`src/rtl/xor_pkg.sv`:
```
`timescale 1ns / 1ps
// xor_pkg: tree sizing helpers and accumulator state encoding
// shared by the XOR reduction pipeline.
package xor_pkg;

  typedef enum logic {
    ST_IDLE = 1'b0,
    ST_OPEN = 1'b1
  } acc_st_e;

  // Node count feeding tree level k (level 0 is the raw word).
  function automatic int nodes_at(int width, int leaf, int k);
    int n;
    n = width;
    for (int i = 0; i < k; i++) n = (n + leaf - 1) / leaf;
    return n;
  endfunction

  function automatic int calc_stages(int width, int leaf);
    int n;
    int s;
    n = width;
    s = 0;
    for (int i = 0; i < 64; i++) begin
      if (n > 1) begin
        n = (n + leaf - 1) / leaf;
        s++;
      end
    end
    return (s < 1) ? 1 : s;
  endfunction

  // Bit offset of level k inside the flattened level vector.
  function automatic int off_at(int width, int leaf, int k);
    int s;
    s = 0;
    for (int i = 0; i < k; i++) s += nodes_at(width, leaf, i);
    return s;
  endfunction

endpackage

```
`src/rtl/xor_reduce_stage.sv`:
```
`timescale 1ns / 1ps
// xor_reduce_stage: one registered level of the XOR tree,
// LEAF inputs per node, partial last node zero-padded.
module xor_reduce_stage #(
  parameter int IN_W = 8,
  parameter int LEAF = 4
) (
  input  logic                          i_clk,
  input  logic                          i_rst,
  input  logic                          i_en,
  input  logic [IN_W-1:0]               i_d,
  input  logic                          i_vi,
  input  logic                          i_fs,
  input  logic                          i_fe,
  output logic [(IN_W+LEAF-1)/LEAF-1:0] o_q,
  output logic                          o_vo,
  output logic                          o_fs,
  output logic                          o_fe
);
  localparam int OUT_W = (IN_W + LEAF - 1) / LEAF;
  localparam int PAD_W = OUT_W * LEAF;

  logic [PAD_W-1:0] w_pad;
  logic [OUT_W-1:0] w_red;
  logic [OUT_W-1:0] r_q;
  logic             r_vo;
  logic             r_fs;
  logic             r_fe;

  always_comb begin
    w_pad = '0;
    w_pad[IN_W-1:0] = i_d;
  end

  always_comb begin
    w_red = '0;
    for (int n = 0; n < OUT_W; n++) begin
      w_red[n] = ^w_pad[n*LEAF +: LEAF];
    end
  end

  always_ff @(posedge i_clk or posedge i_rst) begin
    if (i_rst) begin
      r_q  <= '0;
      r_vo <= 1'b0;
      r_fs <= 1'b0;
      r_fe <= 1'b0;
    end else if (i_en) begin
      r_q  <= w_red;
      r_vo <= i_vi;
      r_fs <= i_fs;
      r_fe <= i_fe;
    end
  end

  assign o_q  = r_q;
  assign o_vo = r_vo;
  assign o_fs = r_fs;
  assign o_fe = r_fe;

endmodule

```
`src/rtl/xor_reduce_pipe.sv`:
```
`timescale 1ns / 1ps
// xor_reduce_pipe: pipelined LEAF-ary XOR reduction of each word,
// with an optional frame-parity accumulator on the reduced stream.
module xor_reduce_pipe
  import xor_pkg::*;
#(
  parameter int WIDTH = 8,
  parameter int LEAF  = 4,
  parameter int ACCUM = 1
) (
  input  logic             CK,
  input  logic             CD,
  input  logic             SP,
  input  logic [WIDTH-1:0] D,
  input  logic             VI,
  input  logic             FS,
  input  logic             FE,
  output logic             Z,
  output logic             VO,
  output logic             PZ,
  output logic             PV
);
  localparam int STAGES = calc_stages(WIDTH, LEAF);
  localparam int TOT_W  = off_at(WIDTH, LEAF, STAGES + 1);

  // All tree levels packed end to end; the last level is one bit.
  logic [TOT_W-1:0] w_all;
  logic [STAGES:0]  w_v;
  logic [STAGES:0]  w_fs;
  logic [STAGES:0]  w_fe;

  assign w_all[WIDTH-1:0] = D;
  assign w_v[0]  = VI;
  assign w_fs[0] = VI & FS;
  assign w_fe[0] = VI & FE;

  for (genvar k = 0; k < STAGES; k++) begin : g_stage
    localparam int IW = nodes_at(WIDTH, LEAF, k);
    localparam int OW = nodes_at(WIDTH, LEAF, k + 1);
    localparam int IO = off_at(WIDTH, LEAF, k);
    localparam int OO = off_at(WIDTH, LEAF, k + 1);

    xor_reduce_stage #(
      .IN_W(IW),
      .LEAF(LEAF)
    ) u_stage (
      .i_clk(CK),
      .i_rst(CD),
      .i_en (SP),
      .i_d  (w_all[IO +: IW]),
      .i_vi (w_v[k]),
      .i_fs (w_fs[k]),
      .i_fe (w_fe[k]),
      .o_q  (w_all[OO +: OW]),
      .o_vo (w_v[k+1]),
      .o_fs (w_fs[k+1]),
      .o_fe (w_fe[k+1])
    );
  end

  assign Z  = w_all[TOT_W-1];
  assign VO = w_v[STAGES];

  if (ACCUM != 0) begin : g_acc
    acc_st_e r_st;
    acc_st_e w_st_n;
    logic    r_acc;
    logic    w_acc_n;
    logic    r_pz;
    logic    w_pz_n;
    logic    r_pv;
    logic    w_pv_n;
    logic    w_dfs;
    logic    w_dfe;
    logic    w_open;

    assign w_dfs  = w_fs[STAGES];
    assign w_dfe  = w_fe[STAGES];
    assign w_open = (r_st == ST_OPEN);

    always_ff @(posedge CK or posedge CD) begin
      if (CD) begin
        r_st  <= ST_IDLE;
        r_acc <= 1'b0;
        r_pz  <= 1'b0;
        r_pv  <= 1'b0;
      end else if (SP) begin
        r_st  <= w_st_n;
        r_acc <= w_acc_n;
        r_pz  <= w_pz_n;
        r_pv  <= w_pv_n;
      end
    end

    // A start always restarts; beats outside a frame are dropped.
    always_comb begin
      w_st_n  = r_st;
      w_acc_n = r_acc;
      w_pz_n  = r_pz;
      w_pv_n  = 1'b0;
      if (VO) begin
        unique case (1'b1)
          (w_dfs && w_dfe): begin
            w_acc_n = Z;
            w_pz_n  = Z;
            w_pv_n  = 1'b1;
            w_st_n  = ST_IDLE;
          end
          (w_dfs && !w_dfe): begin
            w_acc_n = Z;
            w_st_n  = ST_OPEN;
          end
          (!w_dfs && w_open && w_dfe): begin
            w_acc_n = r_acc ^ Z;
            w_pz_n  = r_acc ^ Z;
            w_pv_n  = 1'b1;
            w_st_n  = ST_IDLE;
          end
          (!w_dfs && w_open && !w_dfe): begin
            w_acc_n = r_acc ^ Z;
          end
          default: ;
        endcase
      end
    end

    assign PZ = r_pz;
    assign PV = r_pv;
  end else begin : g_noacc
    logic w_unused;
    assign w_unused = w_fs[STAGES] ^ w_fe[STAGES];
    assign PZ = 1'b0;
    assign PV = 1'b0;
  end

endmodule

```
`config.mk`:
```
export PLATFORM = sky130hd
export DESIGN_NAME = xor_reduce_pipe
export DESIGN_NICKNAME = d
export VERILOG_FILES = /design/src/rtl/xor_pkg.sv /design/src/rtl/xor_reduce_stage.sv /design/src/rtl/xor_reduce_pipe.sv
export SDC_FILE = /design/constraint.sdc
export NUM_CORES = 1
export LEC_CHECK = 0
export ABC_AREA = 0
export CAP_MARGIN = 10
export CORE_UTILIZATION = 45
export CTS_CLUSTER_DIAMETER = 80
export CTS_CLUSTER_SIZE = 28
export DETAILED_ROUTE_END_ITERATION = 16
export GPL_TIMING_DRIVEN = 1
export MAX_ROUTING_LAYER = met4
export PLACE_DENSITY = 0.86
export SYNTH_ARGS = -nofsm -noshare
export SYNTH_HDL_FRONTEND = slang
export SYNTH_SLANG_ARGS = --single-unit
```
`constraint.sdc`:
```
create_clock -name CK -period 3.15 [get_ports CK]
set_clock_uncertainty 0.15 [all_clocks]
set_input_delay 0.4725 -clock CK [delete_from_list [all_inputs] [get_ports CK]]
set_output_delay 0.4725 -clock CK [all_outputs]
set_load 0.02 [all_outputs]
```
======== Word-level counts from Yosys, hierarchy flattened ========
Cells that the tools add are included.
operators by class
  bitwise operators ....................... 3
  muxes and demuxes ....................... 5
  reduce and logical (&&, ||, !) cells .... 19
operator list
  operator           count
  $reduce_xor 4->1   3
  $reduce_and 3->1   3
  $pmux 1 s2         3
  $reduce_bool 2->1  3
  $reduce_or 2->1    3
  $logic_and 1x1->1  5
  $and 1x1->1        2
  $logic_not 1->1    2
  $mux 1             2
  $xor 1x1->1        1
word-level totals
  input port bits ......................... 14
  register bits ........................... 13
  output and inout port bits .............. 4

======== Logic depth before layout (Yosys ltp) ========
  word-level depth ........................ 6
  gate-level depth with buffers ........... 4

======== Modules after synthesis ========
A second synthesis with hierarchy kept.
second synthesis, totals
  cell total of the unflattened synthesis .. 54
  area, all modules ....................... 611.8 µm²
modules (own cells, without submodules)
  module                                 sequential area each (µm²)  instances  cells an instance  area each (µm²)
  xor_reduce_stage (g_stage[0].u_stage)  125.1                       1          20                 237.7
  xor_reduce_pipe                        100.1                       1          23                 219.0
  xor_reduce_stage (g_stage[1].u_stage)  100.1                       1          11                 155.1

======== Worst setup path before layout ========
No wires, ideal clock.
  path type ............................... input-to-reg
  start ................................... input port SP
  end ..................................... register g_acc.r_pz (netlist: PZ)
  stages on the path ...................... 4
  buffers on the path ..................... 1
  setup time .............................. 0.132 ns
  data arrival time ....................... 1.002 ns
  path slack .............................. 1.866 ns
  data required time ...................... 2.868 ns
  cell sequence ........................... buf_6 > and3_4 > a41oi_2 > o211ai_2
between the ends
  cells in the longest elaborated chain, start to end .. 1
ends and longest elaborated chain
  element                            RTL line               source
  from (decl)                        xor_reduce_pipe.sv:13  input logic SP,
  $reduce_and 3->1 (no source line)  n/a
  to (signal assigned)               xor_reduce_pipe.sv:90  r_pz <= w_pz_n;
  to (decl)                          xor_reduce_pipe.sv:69  logic r_pz;
No other way between the ends.
A chain may end at the register's enable or synchronous reset.

======== Final worst setup path ========
  start ................................... register g_stage[1].u_stage.r_vo
  end ..................................... output port VO
RTL lines
  element                 RTL line                source
  from (decl)             xor_reduce_stage.sv:26  logic r_vo;
  from (signal assigned)  xor_reduce_stage.sv:50  r_vo <= i_vi;
  to (decl)               xor_reduce_pipe.sv:19   output logic VO,
No word-level cell between the ends.

==> summary.txt <==
GRT
  – Pin count of the biggest net entering global routing: 20
  – Met1 Resource Use GR: 0.210
  – GR Util All Layers: 0.193
  – First-pass GRT wire length: 1850 um
  – GRT Residual Overflow: 0
  – Antenna violations before repair: 0
  – Vias in the first global route: 431
  – Met2 Use GR: 0.308
  – Top Usage Layer GRT: met2
  – Met3 Use GR: 0.0511

STA
  – RSZ-0062 raised after global routing: false
  – Least-Margin Pin Slew: 0.625 ns
  – Slew Viols, Final: 0
  – Final hold viol count: 0
  – Fmax: 0.502 GHz
  – Max-slew headroom: 0.582
  – Final min period: 1.99 ns
  – Setup_tns: 0 ns
  – Period utilization: 0.633
  – Final Setup Violations: 0

Power and ir drop
  – Max VDD drop: 0.305 mV
  – Clock share of power: 0.227
  – Power share of the combinational group: 0.276
  – Seq pwr share: 0.498
  – Net Sw Power: 0.000153 W
  – Switching part of the total: 0.323
  – Lkg Pwr: 0.336 nW
  – P_int: 0.000320 W
  – Power density over the cells: 574 nW/um^2

Setup path
  – Crit Path Class: flop to output port
  – Delay of the slowest critical-path stage: 0.64 ns
  – Setup crit end: VO
  – Worst r2r dst: PZ
  – CP bufs+invs: 1
  – WP data arrival: 1.37 ns
  – Crit-path cells: clkdlybuf4s50_1
  – Setup crit start kind: flop
  – WP depth: 1
  – CP top delay family: buffers and inverters
  – CP max FO: 6
  – Reg2Reg Depth: 3
  – FF-to-FF setup slack: 1.93 ns
  – Crit. Startpoint: g_stage[1].u_stage.o_vo
  – CP Capture Type: output port
  – Slowest CP cell: clkdlybuf4s50_1
  – Crit path required time: 2.53 ns
  – Worst R2R Start: g_stage[1].u_stage.o_vo

Yosys
  – Yosys top cell area share: 0.520
  – Cell with the most instances after synthesis: dfrtp_1
  – Seq cells post-synth: 13
  – Ys Warns: 0
  – Syn Std Cell Area: 626 um^2
  – Synth Area per Inst: 10.8 um^2
  – Synth top area cells: dfrtp_1 52%, xnor2_1 9.8%, mux2_2 7.2%
  – Post-Syn Nets: 72
  – Number of distinct standard cells referenced by the synthesized netlist: 18
  – Register area share after synthesis: 0.520
  – Synth top cells by count: 13 x dfrtp_1, 7 x xnor2_1, 5 x inv_1, 5 x nor2_1, 5 x o21ai_0
  – Ys async rst share: 1.00
  – Mapped Cells: 58
  – Top FF cell, synth: dfrtp_1
  – Number of synthesized flops with an enable pin: 0
  – Area leader, netlist: dfrtp_1

Floorplanning
  – DIE WIDTH: 39.3 um
  – Die Ht: 39.3 um
  – Starting Density: 0.481
  – Ports: 18
  – Total die area: 1540 um^2
  – Core area: 1300 um^2
  – Rows: 13

Placed design
  – Routability Congestion: 0.689
  – Post-Place Cell Area: 798 um^2
  – Post-DP HPWL: 858 um
  – Input/output buffers: 17

Route
  – DR iter-0 viols: 10
  – Detail-routed via count per cell: 5.34
  – DR WL/cell: 12.5 um
  – Final wirelength: 1150 um
  – Via count: 491
  – Drt pass-1 iters: 5
  – Post-DRT Antenna Nets: 0
  – Drc violations: 0

Clock tree
  – Post-cts hold buffer count: 0
  – CTS Sinks: 13
  – Post-CTS Setup Inserts: 0
  – Total CTS buffers: 3
  – CTS clock-pin slew for the worst setup and hold paths: 0.08 ns
  – Clk buf depth: 2
  – H-tree levels: 1
  – Clock root cell: clkbuf_4
  – CTS tree: built
  – Post-CTS Resized: 0
  – Clock Latency Late Sink: 0.28 ns

Run status
  – Outcome: finished clean

Cells and area
  – Area Overhead vs Synth: 31.8%
  – Antenna diodes: 0
  – Nets: 92
  – Design Area, Final: 825 um^2
  – Share of cells above drive strength 1: 0.130

Worst hold path
  – Hold Path Class: input pin to asynchronous set/reset pin

Flow run
  – MaxCap Viol Count: 0
==> state kept, by name, indices dropped and copies added (netlist names) <==
register	cells
g_acc.r_acc	1
g_stage.u_stage.o_fs	2
g_stage.u_stage.o_q	3
g_stage.u_stage.o_vo	2
PZ	1
g_acc.r_st	1
PV	1
g_stage.u_stage.o_fe	2
==> per-layer routing <==
layer	vias up	routed length [um]
met2	17	599
li1	238	-
met3	2	60
met4	0	25
met1	234	461
met5	-	0
==> power groups by stage <==
stage	logic, W	registers [W]	clock network, W
after floorplan	0.0000751	0.000241	0
after global placement	0.000128	0.000237	0
after detailed placement	0.000132	0.000238	0
after CTS	0.000132	0.000235	0.000110
after global routing	0.000145	0.000240	0.000114
final	0.000131	0.000236	0.000107
==> layout by cell type (no fill, tap or decap), types with 2 or more instances in the layout <==
cell type,n
dfrtp_1,13
nand2_1,2
o21ai_0,5
nor2b_1,2
xnor2_1,7
mux2_2,4
clkbuf_4,3
nand3_1,3
clkdlybuf4s50_1,17
a21oi_1,4
nor2_1,5
inv_1,5
==> how the worst min path moves through the flow <==
stage,startpoint,end
CTS,CD,PZ
global placement,g_stage[0].u_stage.o_vo,g_stage[1].u_stage.o_vo
finish,CD,PZ
detailed placement,g_stage[0].u_stage.o_vo,g_stage[1].u_stage.o_vo
global route,CD,g_stage[1].u_stage.o_q
floorplan,CD,PV
==> through the flow <==
step	cells	power [W]	utilization	hold WS, ns	worst slack (ns)
after floorplan	58	0.000316	-	0.199	1.87
after global placement	88	0.000365	0.613	0.335	1.03
after detailed placement	88	0.000370	0.613	0.357	0.967
after CTS	92	0.000477	0.634	0.370	1.15
after global routing	92	0.000498	0.634	0.401	1.12
final	92	0.000473	0.634	0.349	1.16
==> cell families (layout without fill, tap and decap cells) <==
kind of cell,Yosys count,in the layout,synth area share
AOI/OAI and AO/OA,14,14,0.150
muxes,4,4,0.0720
buffers and inverters,7,26,0.0560
and+or+nand+nor,13,13,0.104
DFF,13,13,0.520
xor gates and xnor gates,7,7,0.0980
==> area by class of cell <==
class,instances,area (um^2)
Fill cell,125,477
Sequential cell,13,325
Multi-Input combinational cell,38,265
Timing Repair Buffer,17,170
Clock buffer,4,26.3
Inverter,5,18.8
Tap cell,15,18.8
==> worst reg2reg max path: cells and delay by family, from the launching register on <==
kind               cells  cell delay, ns
DFF                    1            0.45
and+or+nand+nor        1            0.22
AOI/OAI and AO/OA      2            0.29
No activity file was read; power rests on OpenSTA's default activity.
